`config.mk`:
```
export PLATFORM = sky130hd
export DESIGN_NAME = change_dispenser_flat
export DESIGN_NICKNAME = d
export VERILOG_FILES = /design/src/rtl/vend_pkg.sv /design/src/rtl/change_dispenser_if.sv /design/src/rtl/hs_timeout.sv /design/src/rtl/change_dispenser.sv /design/src/flat_wrapper.sv
export SDC_FILE = /design/constraint.sdc
export NUM_CORES = 1
export LEC_CHECK = 0
export BUFFER_PORTS_ARGS = -buffer_cell sky130_fd_sc_hd__clkbuf_2
export CAP_MARGIN = 20
export CORE_MARGIN = 1
export CORE_UTILIZATION = 30
export CTS_CLUSTER_DIAMETER = 150
export DETAILED_ROUTE_END_ITERATION = 12
export PLACE_DENSITY = 0.54
export SLEW_MARGIN = 30
export SYNTH_ARGS = -nofsm -noshare
export SYNTH_HDL_FRONTEND = slang
export SYNTH_SLANG_ARGS = --single-unit
```
`constraint.sdc`:
```
create_clock -name clk -period 1.85 [get_ports clk]
set_input_delay 0.0925 -clock clk [delete_from_list [all_inputs] [get_ports clk]]
set_output_delay 0.0925 -clock clk [all_outputs]
set_load 0.01 [all_outputs]
```
`src/rtl/vend_pkg.sv`:
```
// Shared vending definitions: change codes, coin encodings and dispenser FSM states.
// Also holds the helpers that choose the next coin for an outstanding change amount.
package vend_pkg;

    typedef logic [1:0] chg_t;

    localparam chg_t CHG_NONE = 2'b00;
    localparam chg_t CHG_5    = 2'b01;
    localparam chg_t CHG_10   = 2'b10;
    localparam chg_t CHG_15   = 2'b11;

    localparam logic COIN_NICKEL = 1'b0;
    localparam logic COIN_DIME   = 1'b1;

    typedef enum logic [2:0] {
        ST_IDLE,
        ST_VEND_REQ,
        ST_VEND_REL,
        ST_COIN_REQ,
        ST_COIN_REL,
        ST_DONE,
        ST_FAULT
    } state_t;

    // A dime is only chosen when at least 10c is owed, so remaining never underflows.
    function automatic logic coin_for(input chg_t rem);
        return (rem >= CHG_10) ? COIN_DIME : COIN_NICKEL;
    endfunction

    function automatic chg_t coin_value(input logic ct);
        return (ct == COIN_DIME) ? CHG_10 : CHG_5;
    endfunction

endpackage

```
`src/rtl/change_dispenser_if.sv`:
```
// Strobe input and actuator handshakes of the change dispenser.
// The master side is the vending FSM plus the mechanics; the slave side is the dispenser.
interface change_dispenser_if;
    import vend_pkg::*;

    logic dispense;
    chg_t change;
    logic vend_req;
    logic vend_done;
    logic coin_req;
    logic coin_type;
    logic coin_ack;
    logic busy;
    logic done;
    logic overflow;
    logic fault;

    modport master (
        output dispense, change, vend_done, coin_ack,
        input  vend_req, coin_req, coin_type, busy, done, overflow, fault
    );

    modport slave (
        input  dispense, change, vend_done, coin_ack,
        output vend_req, coin_req, coin_type, busy, done, overflow, fault
    );

endinterface

```
`src/rtl/hs_timeout.sv`:
```
// Handshake watchdog: counts while enabled and flags once the count reaches ACK_TIMEOUT.
module hs_timeout #(
    parameter int unsigned CNT_W       = 8,
    parameter int unsigned ACK_TIMEOUT = 255
) (
    input  logic clk,
    input  logic rst,
    input  logic clear,
    input  logic enable,
    output logic expired
);

    logic [CNT_W-1:0] cnt;

    assign expired = (cnt == CNT_W'(ACK_TIMEOUT));

    always_ff @(posedge clk or posedge rst) begin
        if (rst)
            cnt <= '0;
        else if (clear)
            cnt <= '0;
        else if (enable && !expired)
            cnt <= cnt + 1'b1;
    end

endmodule

```
`src/rtl/change_dispenser.sv`:
```
// Vend-then-change back end: motor handshake, then nickel/dime ejection, with a one-deep
// pending slot for strobes that arrive while busy and a sticky timeout fault.
module change_dispenser
    import vend_pkg::*;
#(
    parameter int unsigned ACK_TIMEOUT = 255,
    parameter int unsigned CNT_W       = 8
) (
    input logic               clk,
    input logic               rst,
    change_dispenser_if.slave bus
);

    state_t state, state_nx;
    chg_t   remaining, remaining_nx;
    chg_t   pend_chg, pend_chg_nx;
    logic   pend_vld, pend_vld_nx;
    logic   overflow_q, overflow_nx;

    logic   vend_req_q, coin_req_q, coin_type_q, busy_q, done_q, fault_q;
    logic   tmo_clear, tmo_en, expired;

    hs_timeout #(
        .CNT_W       (CNT_W),
        .ACK_TIMEOUT (ACK_TIMEOUT)
    ) u_tmo (
        .clk     (clk),
        .rst     (rst),
        .clear   (tmo_clear),
        .enable  (tmo_en),
        .expired (expired)
    );

    always_comb begin
        state_nx     = state;
        remaining_nx = remaining;
        pend_chg_nx  = pend_chg;
        pend_vld_nx  = pend_vld;
        overflow_nx  = overflow_q;

        case (state)
            ST_IDLE: begin
                if (bus.dispense) begin
                    remaining_nx = bus.change;
                    state_nx     = ST_VEND_REQ;
                end
            end
            ST_VEND_REQ: begin
                if (bus.vend_done)
                    state_nx = ST_VEND_REL;
                else if (expired)
                    state_nx = ST_FAULT;
            end
            ST_VEND_REL: begin
                if (!bus.vend_done)
                    state_nx = (remaining == CHG_NONE) ? ST_DONE : ST_COIN_REQ;
                else if (expired)
                    state_nx = ST_FAULT;
            end
            ST_COIN_REQ: begin
                if (bus.coin_ack) begin
                    remaining_nx = remaining - coin_value(coin_for(remaining));
                    state_nx     = ST_COIN_REL;
                end else if (expired) begin
                    state_nx = ST_FAULT;
                end
            end
            ST_COIN_REL: begin
                if (!bus.coin_ack)
                    state_nx = (remaining == CHG_NONE) ? ST_DONE : ST_COIN_REQ;
                else if (expired)
                    state_nx = ST_FAULT;
            end
            ST_DONE: begin
                // A strobe landing on DONE with the slot empty is consumed directly.
                if (pend_vld) begin
                    remaining_nx = pend_chg;
                    pend_vld_nx  = 1'b0;
                    state_nx     = ST_VEND_REQ;
                end else if (bus.dispense) begin
                    remaining_nx = bus.change;
                    state_nx     = ST_VEND_REQ;
                end else begin
                    state_nx = ST_IDLE;
                end
            end
            default: state_nx = ST_FAULT;
        endcase

        if (bus.dispense && state != ST_IDLE && state != ST_FAULT) begin
            if (pend_vld) begin
                overflow_nx = 1'b1;
            end else if (state != ST_DONE) begin
                pend_vld_nx = 1'b1;
                pend_chg_nx = bus.change;
            end
        end
    end

    assign tmo_clear = (state_nx != state);
    assign tmo_en    = (state == ST_VEND_REQ) || (state == ST_VEND_REL) ||
                       (state == ST_COIN_REQ) || (state == ST_COIN_REL);

    always_ff @(posedge clk or posedge rst) begin
        if (rst) begin
            state       <= ST_IDLE;
            remaining   <= CHG_NONE;
            pend_chg    <= CHG_NONE;
            pend_vld    <= 1'b0;
            overflow_q  <= 1'b0;
            vend_req_q  <= 1'b0;
            coin_req_q  <= 1'b0;
            coin_type_q <= COIN_NICKEL;
            busy_q      <= 1'b0;
            done_q      <= 1'b0;
            fault_q     <= 1'b0;
        end else begin
            state       <= state_nx;
            remaining   <= remaining_nx;
            pend_chg    <= pend_chg_nx;
            pend_vld    <= pend_vld_nx;
            overflow_q  <= overflow_nx;
            vend_req_q  <= (state_nx == ST_VEND_REQ);
            coin_req_q  <= (state_nx == ST_COIN_REQ);
            coin_type_q <= (state_nx == ST_COIN_REQ) ? coin_for(remaining_nx) : COIN_NICKEL;
            busy_q      <= (state_nx != ST_IDLE) && (state_nx != ST_FAULT);
            done_q      <= (state_nx == ST_DONE);
            fault_q     <= (state_nx == ST_FAULT);
        end
    end

    assign bus.vend_req  = vend_req_q;
    assign bus.coin_req  = coin_req_q;
    assign bus.coin_type = coin_type_q;
    assign bus.busy      = busy_q;
    assign bus.done      = done_q;
    assign bus.overflow  = overflow_q;
    assign bus.fault     = fault_q;

endmodule

```
`src/flat_wrapper.sv`:
```
// flat-port wrapper written by rule: the top's interface ports become plain ports
module change_dispenser_flat import vend_pkg::*;
#(
    parameter int unsigned ACK_TIMEOUT = 255,
    parameter int unsigned CNT_W       = 8
)
  (clk, rst, bus_dispense, bus_change, bus_vend_done, bus_coin_ack, bus_vend_req, bus_coin_req, bus_coin_type, bus_busy, bus_done, bus_overflow, bus_fault);
  change_dispenser_if bus_i ();
  input logic clk;
  input logic rst;
  input wire logic [$bits(bus_i.dispense)-1:0] bus_dispense;
  input wire logic [$bits(bus_i.change)-1:0] bus_change;
  input wire logic [$bits(bus_i.vend_done)-1:0] bus_vend_done;
  input wire logic [$bits(bus_i.coin_ack)-1:0] bus_coin_ack;
  output wire logic [$bits(bus_i.vend_req)-1:0] bus_vend_req;
  output wire logic [$bits(bus_i.coin_req)-1:0] bus_coin_req;
  output wire logic [$bits(bus_i.coin_type)-1:0] bus_coin_type;
  output wire logic [$bits(bus_i.busy)-1:0] bus_busy;
  output wire logic [$bits(bus_i.done)-1:0] bus_done;
  output wire logic [$bits(bus_i.overflow)-1:0] bus_overflow;
  output wire logic [$bits(bus_i.fault)-1:0] bus_fault;
  assign bus_i.dispense = bus_dispense;
  assign bus_i.change = bus_change;
  assign bus_i.vend_done = bus_vend_done;
  assign bus_i.coin_ack = bus_coin_ack;
  assign bus_vend_req = bus_i.vend_req;
  assign bus_coin_req = bus_i.coin_req;
  assign bus_coin_type = bus_i.coin_type;
  assign bus_busy = bus_i.busy;
  assign bus_done = bus_i.done;
  assign bus_overflow = bus_i.overflow;
  assign bus_fault = bus_i.fault;
  change_dispenser #(.ACK_TIMEOUT(ACK_TIMEOUT), .CNT_W(CNT_W)) u_core (.clk(clk), .rst(rst), .bus(bus_i));
endmodule
```
# --- After elaboration in Yosys (flattened, before gate mapping) ---
# Index checks and enable logic that the tools add are counted.
totals:
  out_inout_bits: 7
  register_bits: 23
op_classes:
  n_mux: 24
  bitwise: 1
  addsub: 2
  n_reduce_logical: 15
  order_cmp: 2
  n_eq_ne: 14
op_table:
  columns: ["op", "count"]
  rows:
  - ["2-to-1 mux 3 bit", 8]
  - ["case mux 3 bit (6 select lines)", 1]
  - ["2-to-1 mux 8 bit", 2]
  - ["equality test 3 bit (second input constant)", 4]
  - ["equality test 3 x 2 -> 1 bit (second input constant)", 3]
  - ["!= test 3 bit (second input constant)", 3]
  - ["adder 8 x 1 -> 8 bit (second input constant)", 1]
  - ["equality test 8 bit (second input constant)", 1]
  - ["2-to-1 mux 1 bit", 8]
  - ["2-to-1 mux 2 bit", 4]
  - ["equality test 3 x 1 -> 1 bit (second input constant)", 2]
  - ["case mux 2 bit (3 select lines)", 1]
  - ["nonzero test 3 bit", 2]
  - ["greater-or-equal comparator 2 bit (second input constant)", 2]
  - ["logical AND 1 bit", 4]
  - ["logical NOT 3 bit", 1]
  - ["logical OR 1 bit", 3]
  - ["!= test 3 bit", 1]
  - ["AND reduction 3 bit", 1]
  - ["logical NOT 2 bit", 1]
  - ["AND reduction 2 bit", 1]
  - ["nonzero test 2 bit", 1]
  - ["subtractor 2 bit", 1]
  - ["logical NOT 1 bit", 1]
  - ["NOT 1 bit", 1]

# --- Longest topological paths before layout ---
# Gate-level depths: netlist of run 1.
logic_depth:
  depth_word: 9
  ltp_mapped: 7

# --- Cells and area by module ---
# Synthesis of run 1 repeated with hierarchy kept, for this count alone.
hier_totals:
  cells_unflattened: 151
  area_unflattened_um2: 1516.5
modules_own_cells:
  columns: ["mod", "cells_each", "area_per_inst_um2", "n_inst"]
  rows:
  - ["change_dispenser", 103, 1024.7, 1]
  - ["hs_timeout", 48, 491.7, 1]

# --- Least setup slack after synthesis of run 1 ---
# Ideal clock, no wire load.
synth_timing:
  kind: "register -> register"
  start: "register u_core.state[0]"
  end: "register u_core.u_tmo.cnt[6]"
  t_arrival_ns: 1.446
  setup_ns: 0.133
  stages_incl_launch_ff: 8
  t_required_ns: 1.717
  path_buffers: 2
  path_slack_ns: 0.271
  cell_sequence: "dfrtp_1 > buf_6 > buf_8 > o21a_4 > nor2_2 > nand3_1 > nor3_1 > a211oi_2"
synth_via:
  elab_chain_len: 6
  elab_cells_between_ends: 20
  cone_classes: "eq/ne (6); mux (8); reduce/logical (6)"
synth_rtl:
  columns: ["element", "line_no", "source"]
  rows:
  - ["from (decl)", "change_dispenser.sv:14", "state_t state, state_nx;"]
  - ["from (signal assigned)", "change_dispenser.sv:118", "state <= state_nx;"]
  - ["parallel branches: the longest is 6 deep, another holds 2-to-1 mux 8 bit", null, null]
  - ["to (signal assigned)", "hs_timeout.sv:23", "cnt <= cnt + 1'b1;"]
  - ["to (decl)", "hs_timeout.sv:13", "logic [CNT_W-1:0] cnt;"]
# Parallel ways; which one is timed is not known.
# A chain may end at the register's enable or synchronous reset.

# --- Final worst setup path of run 1 ---
layout_timing:
  start: "register u_core.state[0]"
  end: "register u_core.u_tmo.cnt[3]"
# Same word-level chain as after synthesis.

==> impl_metrics.yaml, run 1 <==
cts:
  numCtsBuffers: 3
  h-tree-depth: 1
  cts_tree: "done"
  root_buffer: "clkbuf_8"
  clkSinkCount: 23
  clk_pin_slew_ns: 0.08
  cts_buffer_depth: 2
  clkLatencyLatePin_ns: 0.27
layout:
  final_util: 0.3576
  diodes: 0
  instances_no_fill: 240
  stdcell_area_mm2: 0.001700
  layout_common_cells: "dfrtp_1, nor2_1, clkbuf_2"
  final_common_cell: "dfrtp_1"
  area_growth_pct: 14.68
  layout.nets: 184
  final_layout_size_suffix_gt1_frac: 0.2601
routing:
  drtPass1Iterations: 4
  ant_nets: 0
  first_iter_violations: 93
  drcViolationCount: 0
  wire_per_inst_um: 13.17
  drt_wl_total_um: 3161
  avgViaCountPerCell: 5.067
  via_count: 1216
yosys:
  synth_edf_count: 0
  async_reset_ff_frac: 1.000
  ys.flop_type: "dfrtp_1"
  synthTopCellsByArea: "dfrtp_1, nor2_1, mux2i_1"
  ys_seq_area_frac: 0.3882
  yosys_warnings: 0
  synth_seq_cells: 23
  synth_area_per_cell_um2: 9.691
  syn_area_mm2: 0.001483
  syn_inst: 153
  yosys.area.top_type: "dfrtp_1"
  synth_cell_types: 52
  synth_top_area_frac: 0.3882
  synth_nets: 163
critical_path:
  crit_family: "compound AO/OA/AOI/OAI gates"
  setup.worst_path.class: "flop to flop"
  cp-startpoint: "u_core.state[0]"
  crit_fanout: 13
  cp.required_ns: 1.99
  crit_buf_inv: 1
  cpMaxStageDelayCell: "dfrtp_2"
  path_cells: "buf_4 > nor3b_1 > o31a_1 > a211o_1 > o2111ai_4 > nor2_1"
  r2r-start: "u_core.state[0]"
  cp.arrival_ns: 1.90
  start_kind: "flop"
  critical_path.max_stage_delay_ns: 0.50
  end_kind: "flop"
die:
  fp.dieArea_mm2: 0.005227
  die_w_um: 72.30
  die_h_um: 72.30
  ios: 14
  rows: 25
  start_util: 0.3118
  coreArea_mm2: 0.004755
timing:
  finalSetupTns_ns: 0
  setup_ws_ns: 0.08906
  report.final.hold_viol_count: 0
  worst_pin_slew_ns: 0.4986
  min_period_ns: 1.761
  fmax_mhz: 567.9
  slew-limit-headroom: 0.6676
  hold_ws_ns: 0.07444
  finalCritPeriodShare: 0.9519
  drv_slew: 0
  finClkSkew_ns: 0.007955
  rsz0062_at_grt: "false"
  finalSetupViolCount: 0
global_routing:
  gr-total-overflow: 0
  grt_pass1_vias: 1179
  antenna_found_initial: 0
  grt_use_total: 0.1323
  grt_max_degree: 24
  grt_pass1_wl_um: 5347
run:
  maxCapViolCount: 0
hold_path:
  min_from: "bus_change[0]"
  worstHoldPathType: "primary input to flop"
pwr:
  power_leakage_nw: 0.7467
  ir_drop_uv: 440.3
  powerDensity_mw_per_mm2: 1436
  p_total_mw: 2.442
outcome:
  status: "completed"
placement:
  placed_area_mm2: 0.001642
  hpwl_um: 2432
  dp_cells: 235
  portBuffers: 13
  pre_cts_ws_ns: 0.01450
  globalplace.congestion: 0.8502
sequential cells by signal, indices dropped and copies added (netlist names), 2 cells and up:
| signal | count |
|---|---|
| u_core.u_tmo.cnt | 8 |
| u_core.state | 3 |
| u_core.pend_chg | 2 |
| u_core.remaining | 2 |
worst paths after layout:
check	to	cells past startpoint	slack, ns
max in group asynchronous	u_core.state[0]	4	1.20
hold reg to reg	u_core.bus.overflow	1	0.47
hold / removal	u_core.pend_chg[0]	2	0.07
setup / recovery	u_core.u_tmo.cnt[3]	6	0.09
min in group asynchronous	u_core.state[1]	4	0.39
setup reg to reg	u_core.u_tmo.cnt[3]	6	0.09
layout make-up:
| type | count | area, µm² |
|---|---|---|
| clock buffer | 4 | 45.04 |
| timing repair buffer | 23 | 142.6 |
| tap | 67 | 83.83 |
| sequential | 23 | 579.3 |
| inverter | 7 | 26.28 |
| fill | 509 | 3054 |
| multi-input combinational | 116 | 823.3 |
worst register-to-register path: cells and delay by family, from the launching register on:
family	cells	cell delay [ns]
buffers and inverters	1	0.21
AO/OA/AOI/OAI	3	0.70
flip-flops	1	0.50
AND/OR/NAND/NOR	2	0.24
cells in the mapped netlist, drive strengths merged (4+ instances only):
library cell,instances
o21ai,5
a22oi,4
nor3,10
dfrtp,23
buf,6
inv,7
mux2i,4
nor2,18
a21oi,6
nand2,10
nand2b,5
nand3,6
timing repair:
item                       4_1_cts  5_1_grt
hold endpoints to repair        23        0
setup endpoints to repair        2       11
gates cloned                     0        0
hold buffers                     1        0
setup buffers                    0        0
gates resized for setup          1        2
report_power, final:
part	leakage [nW]	internal, mW	switching [mW]
clock	0.0228	0.154	0.160
sequential	0.288	0.659	0.180
combinational	0.436	0.578	0.711
total	0.747	1.39	1.05
layer usage:
| layer | global-route usage | part of all wire | vias to the layer above |
|---|---|---|---|
| met2 | 0.2129 | 0.49 | 27 |
| li1 | - | - | 591 |
| met1 | 0.1648 | 0.45 | 588 |
| met3 | 0.03472 | 0.034 | 10 |
| met5 | 0 | 0 | - |
| met4 | 0.06318 | 0.031 | 0 |
cell families (layout without fill, tap and decap cells):
group	after synthesis	after routing	share of synthesized area
adder cells (fa/ha/maj)	3	3	0.02532
multiplexers	6	6	0.04219
AO/OA/AOI/OAI	35	35	0.1916
flip-flops	23	23	0.3882
buffers and inverters	14	34	0.05653
XOR/XNOR	3	3	0.01772
AND/OR/NAND/NOR	69	69	0.2785
Note: power is estimated with default switching activity, not from simulation.
==> run 2, diff against run 1 <==
--- a/config.mk
+++ b/config.mk
@@ -12,6 +12,7 @@
 export CTS_CLUSTER_DIAMETER = 150
 export DETAILED_ROUTE_END_ITERATION = 12
 export PLACE_DENSITY = 0.54
+export SETUP_SLACK_MARGIN = 0.5
 export SLEW_MARGIN = 30
 export SYNTH_ARGS = -nofsm -noshare
 export SYNTH_HDL_FRONTEND = slang
==> run 2 against run 1 <==
Against the previous run: utilization grew 4.8 points; hold slack better by 0.0087 ns; non-clock buffer count up 12; via count rose by 5.8%; sequential power down 4.4%; register-to-register slack improved by 0.08 ns; clock skew is 0.0040 ns lower; cell count grew 5.0%; critical path type unchanged; largest cell class unchanged.
==> impl_metrics.yaml, run 2 (synthesized netlist as in run 1, its figures left out) <==
critical_path:
  end_kind: "flop"
  cp.required_ns: 2.01
  crit_fanout: 8
  cp.arrival_ns: 1.85
  start_kind: "flop"
  setup.worst_path.class: "flop to flop"
timing:
  fmax_mhz: 594.0
  finalSetupTns_ns: 0
  worst_pin_slew_ns: 0.3223
  report.final.hold_viol_count: 0
  finalCritPeriodShare: 0.9099
  drv_slew: 0
  min_period_ns: 1.683
  slew-limit-headroom: 0.7851
  finalSetupViolCount: 0
  rsz0062_at_grt: "true"
  finClkSkew_ns: 0.003936
  setup_ws_ns: 0.1666
global_routing:
  gr-total-overflow: 0
  grt_pass1_vias: 1216
  antenna_found_initial: 0
  grt_pass1_wl_um: 5733
  grt_max_degree: 24
  grt_use_total: 0.1418
cts:
  clk_pin_slew_ns: 0.08
  h-tree-depth: 1
  clkSinkCount: 23
  numCtsBuffers: 3
  cts_buffer_depth: 2
  clkLatencyLatePin_ns: 0.27
  root_buffer: "clkbuf_8"
  cts_tree: "done"
placement:
  globalplace.congestion: 0.8111
  hpwl_um: 2444
  portBuffers: 13
  dp_cells: 231
  pre_cts_ws_ns: 0.02524
routing:
  drt_wl_total_um: 3609
  wire_per_inst_um: 14.32
  avgViaCountPerCell: 5.103
  first_iter_violations: 91
  drtPass1Iterations: 4
  via_count: 1286
  ant_nets: 0
  drcViolationCount: 0
pwr:
  seq_power_share: 0.274
  ir_drop_uv: 484.7
  p_sw_frac: 0.4226
  pwr-share-clk: 0.108
  power_switching_mw: 1.235
  comb_power_share: 0.617
  p_total_mw: 2.923
  power_leakage_nw: 0.8506
  powerDensity_mw_per_mm2: 1514
  p_int_mw: 1.688
run:
  maxCapViolCount: 0
hold_path:
  worstHoldPathType: "primary input to flop"
layout:
  final_common_cell: "dfrtp_1"
  instances_no_fill: 252
  largest_register_ffs: 8
  top_regs: "u_core.u_tmo.cnt x8, u_core.state x3"
  final_layout_size_suffix_gt1_frac: 0.3892
  layout_common_cells: "dfrtp_1, buf_4, nor2_1"
  layout.nets: 196
  final_util: 0.4061
  top_register: "u_core.u_tmo.cnt"
  fillers: 465
  area_growth_pct: 30.21
  diodes: 0
die:
  start_util: 0.3118
  coreArea_mm2: 0.004755
  die_w_um: 72.30
  ios: 14
  rows: 25
  die_h_um: 72.30
  fp.dieArea_mm2: 0.005227
outcome:
  status: "completed"
[run 2: timing repair]
| action | CTS | global route |
|---|---|---|
| hold buffers | 1 | 0 |
| pin swaps | 3 | 13 |
| gates resized for setup | 7 | 14 |
| hold endpoints to repair | 23 | 0 |
| setup buffers | 8 | 8 |
| setup endpoints to repair | 23 | 22 |
[run 2: power by group through the flow]
stage | Clock, mW | Combinational [mW] | Sequential (mW)
final | 0.316 | 1.80 | 0.802
after global routing | 0.349 | 1.96 | 0.818
after CTS | 0.328 | 1.55 | 0.839
after detailed placement | 0 | 1.30 | 0.892
after global placement | 0 | 1.27 | 0.879
after floorplan | 0 | 1.16 | 0.780
[run 2: area by class of cell]
| class | instances | area [µm²] | share of cell area |
|---|---|---|---|
| Inverter | 7 | 26.28 | 0.01361 |
| Timing Repair Buffer | 35 | 256.5 | 0.1329 |
| Multi-Input combinational cell | 116 | 935.9 | 0.4848 |
| Tap cell | 67 | 83.83 | 0.04342 |
| Clock inverter | 1 | 5.005 | 0.002592 |
| Sequential cell | 23 | 581.8 | 0.3014 |
| Clock buffer | 3 | 41.29 | 0.02139 |
[run 2: layer usage]
| layer | track usage | part of all wire | vias to the layer above |
|---|---|---|---|
| met1 | 0.1744 | 0.45 | 640 |
| met2 | 0.2471 | 0.51 | 28 |
| li1 | - | - | 614 |
| met4 | 0.04575 | 0.010 | 0 |
| met3 | 0.02917 | 0.027 | 4 |
| met5 | 0 | 0 | - |
[run 2: final timing paths]
| check | from | end | slack [ns] | depth (start not counted) |
|---|---|---|---|---|
| min in group asynchronous | rst | u_core.u_tmo.cnt[3] | 0.40 | 4 |
| hold / removal | bus_change[1] | u_core.pend_chg[1] | 0.08 | 2 |
| setup / recovery | u_core.state[0] | u_core.bus.coin_type | 0.17 | 6 |
| setup reg to reg | u_core.state[0] | u_core.bus.coin_type | 0.17 | 6 |
| hold reg to reg | u_core.bus.overflow | u_core.bus.overflow | 0.48 | 1 |
| max in group asynchronous | rst | u_core.state[0] | 1.19 | 4 |
[run 2: worst max-delay path, stage by stage, from the launching register on]
cell and delay (ns):
dfrtp_4 0.54, buf_6 0.15, and3b_1 0.16, o21ai_2 0.15, o32ai_1 0.10, a221o_1 0.30
and3b_1 0.17
[run 2: per-stage QoR]
step	hold WS, ns	instance area (µm²)
after global routing	0.08657	1931
final	0.08315	1931
after global placement	0.1243	1660
after CTS	0.08247	1817
after detailed placement	0.1349	1660
after floorplan	0.09435	1539
==> run 3, diff against run 2 <==
--- a/config.mk
+++ b/config.mk
@@ -11,6 +11,7 @@
 export CORE_UTILIZATION = 30
 export CTS_CLUSTER_DIAMETER = 150
 export DETAILED_ROUTE_END_ITERATION = 12
+export GPL_TIMING_DRIVEN = 0
 export PLACE_DENSITY = 0.54
 export SETUP_SLACK_MARGIN = 0.5
 export SLEW_MARGIN = 30
==> run 3 against run 2 <==
Against the previous run: sequential share of layout area decreased by 1.2 points; cell area increased by 3.4%; sequential power decreased by 2%; combinational power increased by 10%; non-clock buffer count decreased by 4.
==> impl_metrics.yaml, run 3 (synthesized netlist as in run 1, its figures left out) <==
outcome:
  status: "completed"
global_routing:
  grt_pass1_vias: 1248
  gr-total-overflow: 0
  grt_pass1_wl_um: 6196
  grt_use_total: 0.1532
  grt_max_degree: 24
  antenna_found_initial: 0
placement:
  dp_cells: 231
  portBuffers: 11
  placed_area_mm2: 0.001678
  hpwl_um: 2508
  globalplace.congestion: 0.8074
cts:
  h-tree-depth: 1
  clkSinkCount: 23
  cts_tree: "done"
  numCtsBuffers: 3
  cts_buffer_depth: 2
  root_buffer: "clkbuf_8"
  clk_pin_slew_ns: 0.09
  clkLatencyLatePin_ns: 0.27
pwr:
  seq_power_share: 0.255
  power_leakage_nw: 0.8348
  ir_drop_uv: 423.6
  p_int_mw: 1.761
  p_sw_frac: 0.4311
  pwr-share-clk: 0.107
  p_total_mw: 3.095
  comb_power_share: 0.638
  power_switching_mw: 1.334
  powerDensity_mw_per_mm2: 1550
layout:
  stdcell_area_mm2: 0.001997
  instances_no_fill: 248
  top_register: "u_core.u_tmo.cnt"
  layout_common_cells: "dfrtp_1, nor2_1, clkbuf_2"
  final_common_cell: "dfrtp_1"
  largest_register_ffs: 8
  layout.nets: 192
  area_growth_pct: 34.68
  fillers: 460
  final_layout_size_suffix_gt1_frac: 0.4309
  diodes: 0
  top_regs: "u_core.u_tmo.cnt x8, u_core.state x3"
timing:
  finalSetupViolCount: 0
  finClkSkew_ns: 0.002442
  finalSetupTns_ns: 0
  min_period_ns: 1.671
  slew-limit-headroom: 0.6826
  report.final.hold_viol_count: 0
  fmax_mhz: 598.5
  worst_pin_slew_ns: 0.4754
  rsz0062_at_grt: "true"
  drv_slew: 0
  finalCritPeriodShare: 0.9031
die:
  die_w_um: 72.30
  die_h_um: 72.30
  ios: 14
  coreArea_mm2: 0.004755
  rows: 25
  start_util: 0.3118
  fp.dieArea_mm2: 0.005227
critical_path:
  timing.rr.end: "u_core.bus.done"
  cp.required_ns: 2.05
  path_cells: "buf_6 > and2b_2 > nor3_4 > nor3_2 > o21a_2 > buf_4 > nor3b_2"
  end_kind: "flop"
  setup.worst_path.class: "flop to flop"
  rrSetupSlack_ns: 0.18
  rr_worst_depth: 7
  r2r-start: "u_core.state[0]"
  crit_fanout: 7
  cp.arrival_ns: 1.87
  cpMaxStageDelayCell: "dfrtp_2"
  start_kind: "flop"
  critical_path.max_stage_delay_ns: 0.48
routing:
  wire_per_inst_um: 14.69
  avgViaCountPerCell: 5.210
  drcViolationCount: 0
  ant_nets: 0
  first_iter_violations: 64
  via_count: 1292
  drtPass1Iterations: 4
  drt_wl_total_um: 3643
hold_path:
  worstHoldPathType: "primary input to flop"
  hold_end: "u_core.pend_chg[1]"
  whs_path_depth: 2
  min_from: "bus_change[1]"
run:
  maxCapViolCount: 0
-- run 3: worst max-delay path by stage --
stage	slack (ns)	from	cells after the start	to
2_1_floorplan	0.35	u_core.state[0]	6	u_core.bus.coin_type
3_3_place_gp	0.19	u_core.remaining[1]	7	u_core.u_tmo.cnt[6]
3_5_place_dp	0.15	u_core.state[0]	6	u_core.u_tmo.cnt[2]
4_1_cts	0.21	u_core.state[0]	6	u_core.bus.coin_type
5_1_grt	0.11	u_core.state[0]	6	u_core.u_tmo.cnt[2]
6_report	0.18	u_core.state[0]	7	u_core.bus.done
-- run 3: layer usage --
metal  wire length (µm)  global-route usage
met5                  0                   0
met4                 91             0.05664
met3                139             0.02500
met2               1820              0.2669
met1               1591              0.1902
-- run 3: area by class of cell --
| type | count | area (µm²) | area share |
|---|---|---|---|
| Multi-Input combinational cell | 116 | 997.2 | 0.4994 |
| Sequential cell | 23 | 578.1 | 0.2895 |
| Timing Repair Buffer | 24 | 190.2 | 0.09524 |
| Tap cell | 67 | 83.83 | 0.04198 |
| Buffer | 7 | 68.82 | 0.03446 |
| Clock buffer | 3 | 41.29 | 0.02068 |
| Inverter | 7 | 30.03 | 0.01504 |
| Clock inverter | 1 | 7.507 | 0.003759 |
-- run 3: critical path, delay by kind of cell (launching register included) --
kind / cells / cell delay (ns)
buffers and inverters: 2 / 0.30
AOI/OAI and AO/OA: 1 / 0.17
and+or+nand+nor: 4 / 0.64
DFF: 1 / 0.48
-- run 3: repair_timing --
action,4_1_cts,5_1_grt
endpoints found under the setup margin,21,22
pin swaps,9,8
gates resized for setup,19,14
gates cloned,1,1
hold buffers,0,1
buffers inserted,8,2
hold endpoints to repair,0,23
-- run 3: power groups by stage --
stage	combinational, mW	clock [mW]	sequential, mW
final	1.98	0.330	0.789
after floorplan	1.16	0	0.780
after global routing	2.14	0.354	0.804
after CTS	1.81	0.334	0.777
after detailed placement	1.49	0	0.783
after global placement	1.45	0	0.780
-- run 3: per-stage QoR --
stage          hold WS, ns    util  worst slack [ns]
2_1_floorplan      0.09435       -            0.3477
3_5_place_dp        0.3040  0.3529            0.1520
3_3_place_gp        0.2815  0.3529            0.1893
6_report           0.08367  0.4200            0.1792
5_1_grt            0.09313  0.4200            0.1141
4_1_cts           0.002682  0.3987            0.2076
